`src/rtl/pte_fetch_pkg.sv`:
```
`default_nettype none
// ============================================================================
//  Module   : pte_fetch_pkg
//  Purpose  : Shared types, defaults and helpers for the PTE fetch unit.
//  Revision : 1.0
// ============================================================================
package pte_fetch_pkg;

    localparam int LINE_BITS_DEFAULT   = 256;
    localparam int OFFSET_BITS_DEFAULT = $clog2(LINE_BITS_DEFAULT / 8);

    typedef enum logic [1:0] {
        ST_IDLE    = 2'd0,
        ST_FETCH   = 2'd1,
        ST_RESPOND = 2'd2
    } state_t;

    // Width of the 32-bit word index carved out of the line byte offset.
    function automatic int word_sel_width(input int offset_bits);
        return offset_bits - 2;
    endfunction

endpackage
`default_nettype wire

```
`src/rtl/pte_line_buffer.sv`:
```
`default_nettype none
// ============================================================================
//  Module   : pte_line_buffer
//  Purpose  : Single-line PTE buffer: valid/tag/data, fill, invalidate, lookup.
//  Revision : 1.0
// ============================================================================
module pte_line_buffer
    import pte_fetch_pkg::*;
#(
    parameter int LINE_BITS   = LINE_BITS_DEFAULT,
    parameter int ADDR_W      = 32,
    parameter int OFFSET_BITS = $clog2(LINE_BITS / 8)
) (
    input  logic                          clk,
    input  logic                          rst,
    input  logic [ADDR_W-OFFSET_BITS-1:0] lookup_tag,
    input  logic [OFFSET_BITS-3:0]        word_sel,
    input  logic                          fill_en,
    input  logic                          fill_valid,
    input  logic [ADDR_W-OFFSET_BITS-1:0] fill_tag,
    input  logic [LINE_BITS-1:0]          fill_data,
    input  logic                          flush,
    input  logic                          snoop_write,
    input  logic [ADDR_W-OFFSET_BITS-1:0] snoop_tag,
    output logic                          hit,
    output logic                          snoop_match,
    output logic [31:0]                   word_out
);

    localparam int WORDS = 1 << word_sel_width(OFFSET_BITS);

    logic                          r_valid;
    logic [ADDR_W-OFFSET_BITS-1:0] r_tag;
    logic [LINE_BITS-1:0]          r_data;

    logic [31:0] w_buf_words  [WORDS];
    logic [31:0] w_fill_words [WORDS];

    for (genvar i = 0; i < WORDS; i++) begin : g_words
        assign w_buf_words[i]  = r_data[32*i +: 32];
        assign w_fill_words[i] = fill_data[32*i +: 32];
    end

    assign hit         = r_valid && (r_tag == lookup_tag);
    assign snoop_match = snoop_write && (snoop_tag == r_tag);
    // During a fill the requester wants the word straight from the incoming line.
    assign word_out    = fill_en ? w_fill_words[word_sel] : w_buf_words[word_sel];

    always_ff @(posedge clk or posedge rst) begin
        if (rst) begin
            r_valid <= 1'b0;
            r_tag   <= '0;
            r_data  <= '0;
        end else begin
            if (flush || snoop_match) begin
                r_valid <= 1'b0;
            end else if (fill_en) begin
                r_valid <= fill_valid;
            end
            if (fill_en) begin
                r_tag  <= fill_tag;
                r_data <= fill_data;
            end
        end
    end

endmodule
`default_nettype wire

```
`src/rtl/pte_fetch_unit.sv`:
```
`default_nettype none
// ============================================================================
//  Module   : pte_fetch_unit
//  Purpose  : Page-table-walker memory responder with a one-line PTE buffer.
//  Revision : 1.0
// ============================================================================
module pte_fetch_unit
    import pte_fetch_pkg::*;
#(
    parameter int LINE_BITS   = LINE_BITS_DEFAULT,
    parameter int ADDR_W      = 32,
    parameter int OFFSET_BITS = $clog2(LINE_BITS / 8)
) (
    input  logic                 clk,
    input  logic                 rst,
    input  logic [ADDR_W-1:0]    pte_addr,
    input  logic                 mem_read,
    input  logic                 flush_tlb,
    input  logic [ADDR_W-1:0]    snoop_addr,
    input  logic                 snoop_write,
    output logic [31:0]          pte_in,
    output logic                 mem_resp,
    output logic                 access_fault,
    output logic [ADDR_W-1:0]    pmem_address,
    output logic                 pmem_read,
    input  logic [LINE_BITS-1:0] pmem_rdata,
    input  logic                 pmem_resp,
    output logic [31:0]          hit_count,
    output logic [31:0]          miss_count
);

    localparam int TAG_W = ADDR_W - OFFSET_BITS;
    localparam logic [31:0] C_SAT = 32'hFFFF_FFFF;

    state_t r_state, w_next;

    logic [31:0]       r_pte;
    logic              r_fault;
    logic              r_poison;
    logic [ADDR_W-1:0] r_paddr;
    logic [31:0]       r_hits;
    logic [31:0]       r_misses;

    logic [TAG_W-1:0]       w_req_tag;
    logic [TAG_W-1:0]       w_inflight_tag;
    logic [TAG_W-1:0]       w_snoop_tag;
    logic [OFFSET_BITS-3:0] w_sel;
    logic                   w_misaligned;
    logic                   w_fill;
    logic                   w_fill_valid;
    logic                   w_snoop_inflight;
    logic                   w_buf_hit;
    logic                   w_buf_snoop;
    logic                   w_hit;
    logic [31:0]            w_word;
    logic                   w_unused;

    assign w_req_tag        = pte_addr[ADDR_W-1:OFFSET_BITS];
    assign w_sel            = pte_addr[OFFSET_BITS-1:2];
    assign w_inflight_tag   = r_paddr[ADDR_W-1:OFFSET_BITS];
    assign w_snoop_tag      = snoop_addr[ADDR_W-1:OFFSET_BITS];
    assign w_misaligned     = (pte_addr[1:0] != 2'b00);
    assign w_fill           = (r_state == ST_FETCH) && pmem_resp;
    assign w_snoop_inflight = snoop_write && (r_state == ST_FETCH) &&
                              (w_snoop_tag == w_inflight_tag);
    // A line that was disturbed at any point while in flight must not be trusted later.
    assign w_fill_valid     = !(r_poison || flush_tlb || w_snoop_inflight);
    assign w_hit            = w_buf_hit && !flush_tlb && !w_buf_snoop;
    assign w_unused         = ^snoop_addr[OFFSET_BITS-1:0];

    pte_line_buffer #(
        .LINE_BITS   (LINE_BITS),
        .ADDR_W      (ADDR_W),
        .OFFSET_BITS (OFFSET_BITS)
    ) u_line_buffer (
        .clk         (clk),
        .rst         (rst),
        .lookup_tag  (w_req_tag),
        .word_sel    (w_sel),
        .fill_en     (w_fill),
        .fill_valid  (w_fill_valid),
        .fill_tag    (w_inflight_tag),
        .fill_data   (pmem_rdata),
        .flush       (flush_tlb),
        .snoop_write (snoop_write),
        .snoop_tag   (w_snoop_tag),
        .hit         (w_buf_hit),
        .snoop_match (w_buf_snoop),
        .word_out    (w_word)
    );

    always_ff @(posedge clk or posedge rst) begin
        if (rst) begin
            r_state <= ST_IDLE;
        end else begin
            r_state <= w_next;
        end
    end

    always_comb begin
        w_next = r_state;
        case (r_state)
            ST_IDLE: begin
                if (mem_read) begin
                    w_next = (w_misaligned || w_hit) ? ST_RESPOND : ST_FETCH;
                end
            end
            ST_FETCH: begin
                if (pmem_resp) begin
                    w_next = ST_RESPOND;
                end
            end
            ST_RESPOND: w_next = ST_IDLE;
            default:    w_next = ST_IDLE;
        endcase
    end

    always_ff @(posedge clk or posedge rst) begin
        if (rst) begin
            r_pte    <= '0;
            r_fault  <= 1'b0;
            r_poison <= 1'b0;
            r_paddr  <= '0;
            r_hits   <= '0;
            r_misses <= '0;
        end else begin
            case (r_state)
                ST_IDLE: begin
                    if (mem_read) begin
                        if (w_misaligned) begin
                            r_pte   <= '0;
                            r_fault <= 1'b1;
                        end else if (w_hit) begin
                            r_pte   <= w_word;
                            r_fault <= 1'b0;
                            r_hits  <= (r_hits == C_SAT) ? r_hits : r_hits + 32'd1;
                        end else begin
                            r_paddr  <= {w_req_tag, {OFFSET_BITS{1'b0}}};
                            r_fault  <= 1'b0;
                            r_poison <= 1'b0;
                            r_misses <= (r_misses == C_SAT) ? r_misses : r_misses + 32'd1;
                        end
                    end
                end
                ST_FETCH: begin
                    if (flush_tlb || w_snoop_inflight) begin
                        r_poison <= 1'b1;
                    end
                    if (pmem_resp) begin
                        r_pte <= w_word;
                    end
                end
                default: ;
            endcase
        end
    end

    assign pte_in       = r_pte;
    assign mem_resp     = (r_state == ST_RESPOND);
    assign access_fault = (r_state == ST_RESPOND) && r_fault;
    assign pmem_read    = (r_state == ST_FETCH);
    assign pmem_address = r_paddr;
    assign hit_count    = r_hits;
    assign miss_count   = r_misses;

endmodule
`default_nettype wire

```
`config.mk`:
```
export PLATFORM = sky130hd
export DESIGN_NAME = pte_fetch_unit
export DESIGN_NICKNAME = d
export VERILOG_FILES = /design/src/rtl/pte_fetch_pkg.sv /design/src/rtl/pte_line_buffer.sv /design/src/rtl/pte_fetch_unit.sv
export SDC_FILE = /design/constraint.sdc
export NUM_CORES = 1
export LEC_CHECK = 0
export ABC_AREA = 1
export ABC_CLOCK_PERIOD_IN_PS = 17140
export CAP_MARGIN = 25
export CORE_MARGIN = 2
export CORE_UTILIZATION = 53
export CTS_CLUSTER_SIZE = 24
export DETAILED_ROUTE_END_ITERATION = 10
export GPL_TIMING_DRIVEN = 0
export PLACE_DENSITY_LB_ADDON = 0.25
export SLEW_MARGIN = 25
export SYNTH_ARGS = -nofsm -noshare
export SYNTH_HDL_FRONTEND = slang
export SYNTH_SLANG_ARGS = --single-unit
```
`constraint.sdc`:
```
create_clock -name clk -period 17.14 [get_ports clk]
set_input_delay 2.571 -clock clk [delete_from_list [all_inputs] [get_ports clk]]
set_output_delay 2.571 -clock clk [all_outputs]
set_load 0.05 [all_outputs]
```
==> After elaboration in Yosys (flattened, before gate mapping) <==
Cells that the tools add are included.
{ "totals": {"output_inout_bits": 131, "register_bits": 411, "n_memories": 0, "mem_bits_ro": 0, "latchBits": 0, "word_cells": 82, "ram_bits": 0} }
{ "classes": {"shift": 0, "n_eq_ne": 13, "n_bitwise": 5, "mul": 0, "n_mux": 24, "div_mod_pow": 0, "order_cmp": 1, "reduce_logical": 27, "n_addsub": 2} }
{ "ops": {"columns": ["operator", "n"], "rows": [
  ["2-to-1 mux 32 bit", 9],
  ["binary-select mux 32 bit (select 3 bit)", 2],
  ["equality test 27 bit", 3],
  ["adder 32 x 1 -> 32 bit, second input constant", 2],
  ["equality test 32 bit, second input constant", 2],
  ["one-hot mux 32 bit (2 select lines)", 1],
  ["AND reduction 5 bit", 3],
  ["logical AND 1 bit", 8],
  ["AND reduction 4 bit", 2],
  ["2-to-1 mux 1 bit", 7],
  ["2-to-1 mux 2 bit", 3],
  ["inequality test 2 bit, second input constant", 3],
  ["nonzero test 2 bit", 3],
  ["logical OR 1 bit", 5],
  [">= comparator 4 bit, second input constant", 1],
  ["inequality test 2 x 1 -> 1 bit, second input constant", 2],
  ["NOT 1 bit", 4],
  ["NOT 3 -> 4 bit", 1],
  ["one-hot mux 2 bit (2 select lines)", 1],
  ["AND reduction 2 bit", 2],
  ["logical NOT 1 bit", 3],
  ["inequality test 3 bit, second input constant", 1],
  ["equality test 2 x 1 -> 1 bit, second input constant", 1],
  ["equality test 2 bit, second input constant", 1],
  ["other kinds (2)", 2]
]} }

==> Depth between registers and ports, before layout <==
{ "depth": {"depth_word": 9, "ltp_mapped": 16, "mapped_depth_nobuf": 15} }

==> By module <==
From an unflattened synthesis, not the netlist that was laid out.
{ "hier_totals": {"cells_unflattened": 3429, "area_unflattened_um2": 23941.7} }
{ "modules_own_cells": {"columns": ["module", "n_inst", "cells_per_inst", "area_each_um2"], "rows": [
  ["pte_line_buffer", 1, 2383, 16608.4],
  ["pte_fetch_unit", 1, 1046, 7333.3]
]} }

==> Worst setup path after synthesis <==
OpenSTA, ideal clock, no wires.
{ "synth_timing": {"path_kind": "flip-flop to output port", "startpoint": "register r_state[1]", "endpoint": "output access_fault", "t_arrival_ns": 1.506, "path_slack_ns": 13.063, "stages_incl_launch_ff": 3, "path_cell_list": "dfrtp_1 > inv_1 > nor3_1"} }
{ "synth_via": {"elab_chain_cells": 2} }
{ "synth_lines": {"columns": ["element", "line_no", "source"], "rows": [
  ["start: declaration", "pte_fetch_unit.sv:35", "state_t r_state, w_next;"],
  ["start signal: assignment", "pte_fetch_unit.sv:96", "r_state <= w_next;"],
  ["equality test 2 bit", "pte_fetch_unit.sv:160", "assign access_fault = (r_state == ST_RESPOND) && r_fault;"],
  ["logical AND 1 bit", "pte_fetch_unit.sv:160", null],
  ["end: declaration", "pte_fetch_unit.sv:23", "output logic access_fault,"]
]} }
No other way between the ends.

==> Worst setup path after layout <==
{ "layout_timing": {"startpoint": "input pte_addr[2]", "endpoint": "register r_pte[18] (netlist: pte_in[18])"} }
{ "layout_via": {"elab_chain_cells": 9} }
{ "layout_lines": {"columns": ["element", "line_no", "source"], "rows": [
  ["start: declaration", "pte_fetch_unit.sv:16", "input logic [ADDR_W-1:0] pte_addr,"],
  ["NOT 3 -> 4 bit (not written as such) *", "pte_line_buffer.sv:47", "assign word_out = fill_en ? w_fill_words[word_sel] : w_buf_words[word_sel];"],
  ["binary-select mux 32 bit (select 3 bit)", "pte_line_buffer.sv:47", null],
  ["2-to-1 mux 32 bit (not written as such) (2 in series)", "pte_line_buffer.sv:47", null],
  ["2-to-1 mux 32 bit *", "pte_line_buffer.sv:47", null],
  ["2-to-1 mux 32 bit", "pte_fetch_unit.sv:133", "end else if (w_hit) begin"],
  ["2-to-1 mux 32 bit", "pte_fetch_unit.sv:130", "if (w_misaligned) begin"],
  ["2-to-1 mux 32 bit", "pte_fetch_unit.sv:129", "if (mem_read) begin"],
  ["one-hot mux 32 bit (2 select lines) *", "pte_fetch_unit.sv:127", "case (r_state)"],
  ["end signal: assignment", "pte_fetch_unit.sv:134", "r_pte <= w_word;"],
  ["end signal: assignment", "pte_fetch_unit.sv:150", "r_pte <= w_word;"],
  ["end: declaration", "pte_fetch_unit.sv:37", "logic [31:0] r_pte;"]
]} }
Every way passes the cells marked *; elsewhere a longest branch is shown, timed or not. The select of a mux whose other input is x is not followed.
A chain may end at the register's enable or synchronous reset.

==> impl_metrics.yaml <==
power_and_ir_drop:
  power_leakage_uw: 0.01397
  ir_drop_mv: 0.09327
  power_uw: 3564
  powerDensity_nw_per_um2: 120.4
clocking:
  cts_tree: "done"
  post-cts-setup-buffer-count: 0
  cts_buffers: 46
  clock_path_buffers: 3
  cts.sinks: 411
  hold_buffers: 0
  worstSkewPairLatency_ns: 0.59
  htree_levels: 2
  clkSlewWorstSetupHoldPaths_ns: 0.06
  cts_resized: 0
  cts-root-buf: "clkbuf_16"
setup_path:
  max_stage_delay_ns: 0.67
  crit_type: "primary input to register"
  worstPathRequired_ns: 17.66
  startpoint_type: "primary input"
  crit_family: "buffers and inverters"
  slowest_stage: "clkdlybuf4s50_1"
  critical_path.cell_chain: "clkdlybuf4s50_1 -> buf_2 -> buf_2 -> clkbuf_1 -> o21ai_0 -> o211ai_1 -> nand3_1 -> a21oi_1 -> nand2_1 -> nand2_1"
  end_kind: "register"
  worstPathMaxFanout: 10
  worstPathArrival_ns: 5.44
  cp.buffers_inverters: 4
yosys:
  synth-seq-cells: 411
  synthFlopType: "dfrtp_1"
  ys_warn_count: 0
  netlist_instances: 3141
  syn_area_per_cell_um2: 7.239
  syn_area_um2: 22740
  synth_edf_count: 0
  seq_area_frac_synth: 0.4523
  async_reset_ff_frac: 1.000
  ys_types: 41
detailed_routing:
  first_pass_iters: 7
  postRouteAntennaNets: 0
  wl_um: 94270
  viasPerCell: 5.970
  num_vias: 25205
  initialDrtViolationCount: 3589
  drc: 0
  post_drt_wl_per_cell_um: 22.33
min_path:
  hold_class: "register to register"
run:
  max_cap_violations: 0
timing:
  maxSlewViolCount: 0
  fin_crit_sh: 0.2868
  finalHoldViolCount: 0
  rsz0062_at_grt: "false"
  max_freq_ghz: 0.2034
  post-route-min-period_ns: 4.917
  tightest_slew_ns: 1.032
  finalSetupViolations: 0
  slew_headroom: 0.3094
  finClkSkew_ns: 0.01552
global_route:
  overflow: 0
  antenna_found_initial: 7
  grt_pass1_wl_um: 141500
  grt_pass1_vias: 24564
  track_usage: 0.4195
  grt_max_degree: 101
cells_and_area:
  nets: 3969
  drive_above_1_share: 0.05546
  finish.utilization: 0.7024
  areaGrowthSynthToFinish_pct: 30.16
die:
  start_util: 0.5396
  io_pins: 457
  die_h_um: 211.1
  dieArea_um2: 44570
  core_um2: 42130
  rows: 75
  die_x_um: 211.1
placement:
  dpl.hpwl_um: 70650
  port_buffers: 444
  place.gp.congestion: 1.009
run_status:
  outcome: "completed"
-- state kept, by name, indices dropped and copies added (netlist names) --
signal and cells:
r_state 2, u_line_buffer.r_tag 27, u_line_buffer.r_valid 1, pte_in 32, pmem_address 27, r_poison 1
miss_count 32, u_line_buffer.r_data 256, hit_count 32, r_fault 1
-- per-layer routing --
metal	up-vias	wire, µm	track usage
met5	-	80	0
met4	8	6065	0.2458
met3	446	11650	0.1079
met2	1851	41400	0.6487
met1	11742	35070	0.5341
li1	11158	-	-
-- final cells by class --
type,count,area [µm²]
fill,3544,12540
multi-input combinational,2230,10390
sequential,411,10280
timing repair buffer,448,4554
clock buffer,71,1449
inverter,306,1159
buffer,198,929.6
tap,539,674.4
clock inverter,14,145.1
antenna,5,12.51
-- layout by cell type, fill, tap and decap left out, types with 2 or more instances in the layout --
master           count
clkbuf_1           114
nand3_1             97
nor2_1             194
buf_16               4
nand2_2              5
bufinv_16            3
o21ai_0            468
clkinv_2            11
nand3_2             13
xnor2_1             31
a21oi_1            142
nor3_1              24
inv_2               11
clkdlybuf4s50_1    444
o211ai_1            80
nand2_4              2
clkbuf_16           49
conb_1               5
o22ai_1             30
buf_1               11
dfrtp_1            411
nor2_4               2
xor2_1              30
nand2_1           1032
clkbuf_8            14
nand4_1             26
inv_1              293
buf_4               10
buf_2               62
buf_6                8
o21ai_1              6
diode_2              5
ha_1                 2
o221ai_1            21
nor2_2               2
nor4_1               8
-- synthesized netlist by cell type (all sizes together) (2+ instances only) --
master,count,area [µm²]
a21oi,142,710.7
buf,92,531.8
clkbuf,106,397.9
dfrtp,411,10280
ha,2,25.02
inv,306,1151
nand2,1039,3928
nand3,111,633.1
nand4,27,175.2
nor2,198,763.2
nor3,26,146.4
nor4,9,71.32
o211ai,80,600.6
o21ai,474,2372
o221ai,21,183.9
o22ai,30,187.7
xnor2,31,271.5
xor2,30,262.8
-- worst paths after layout --
path	from	to	slack, ns	cells after the start
max	pte_addr[2]	pte_in[18]	12.22	10
min	u_line_buffer.r_data[78]	u_line_buffer.r_data[78]	0.48	2
max reg2reg	r_state[1]	u_line_buffer.r_tag[25]	14.36	7
min reg2reg	u_line_buffer.r_data[78]	u_line_buffer.r_data[78]	0.48	2
max in group asynchronous	rst	u_line_buffer.r_data[249]	13.73	3
min in group asynchronous	rst	u_line_buffer.r_data[42]	2.45	2
-- stage by stage --
stage | cell area (µm²) | cells | hold WS [ns] | setup slack (ns) | setup TNS, ns
global route | 29580 | 4218 | 0.4905 | 12.22 | 0
finish | 29590 | 4222 | 0.4761 | 12.22 | 0
CTS | 29580 | 4217 | 0.4755 | 12.41 | 0
detailed placement | 27990 | 4132 | 0.4601 | 11.86 | 0
global placement | 27870 | 4128 | 0.4556 | -1.899 | -758.35
floorplan | 22750 | 3145 | 0.4436 | 3.133 | 0
-- power breakdown --
part	switching, µW	internal (µW)	leakage [µW]
Sequential	185	1290	0.00521
Combinational	663	378	0.00796
Clock	428	625	0.000799
Total	1280	2290	0.0140
-- cell families (layout without fill, tap and decap cells) --
family          Yosys count  in the layout  share of synthesized area
simple gates           1412           1412                     0.2520
other cells               1             10                  0.0001649
fa+ha+maj                 2              2                   0.001100
buf+inv                 504           1037                    0.09151
xor+xnor                 61             61                    0.02350
flops                   411            411                     0.4523
compound gates          750            750                     0.1793
-- tightest hold or removal path, stage by stage (launching register included) --
cell and delay (ns):
dfrtp_1 0.34, nand2_1 0.05, nand2_1 0.05
(Power assumes the default switching activity.)
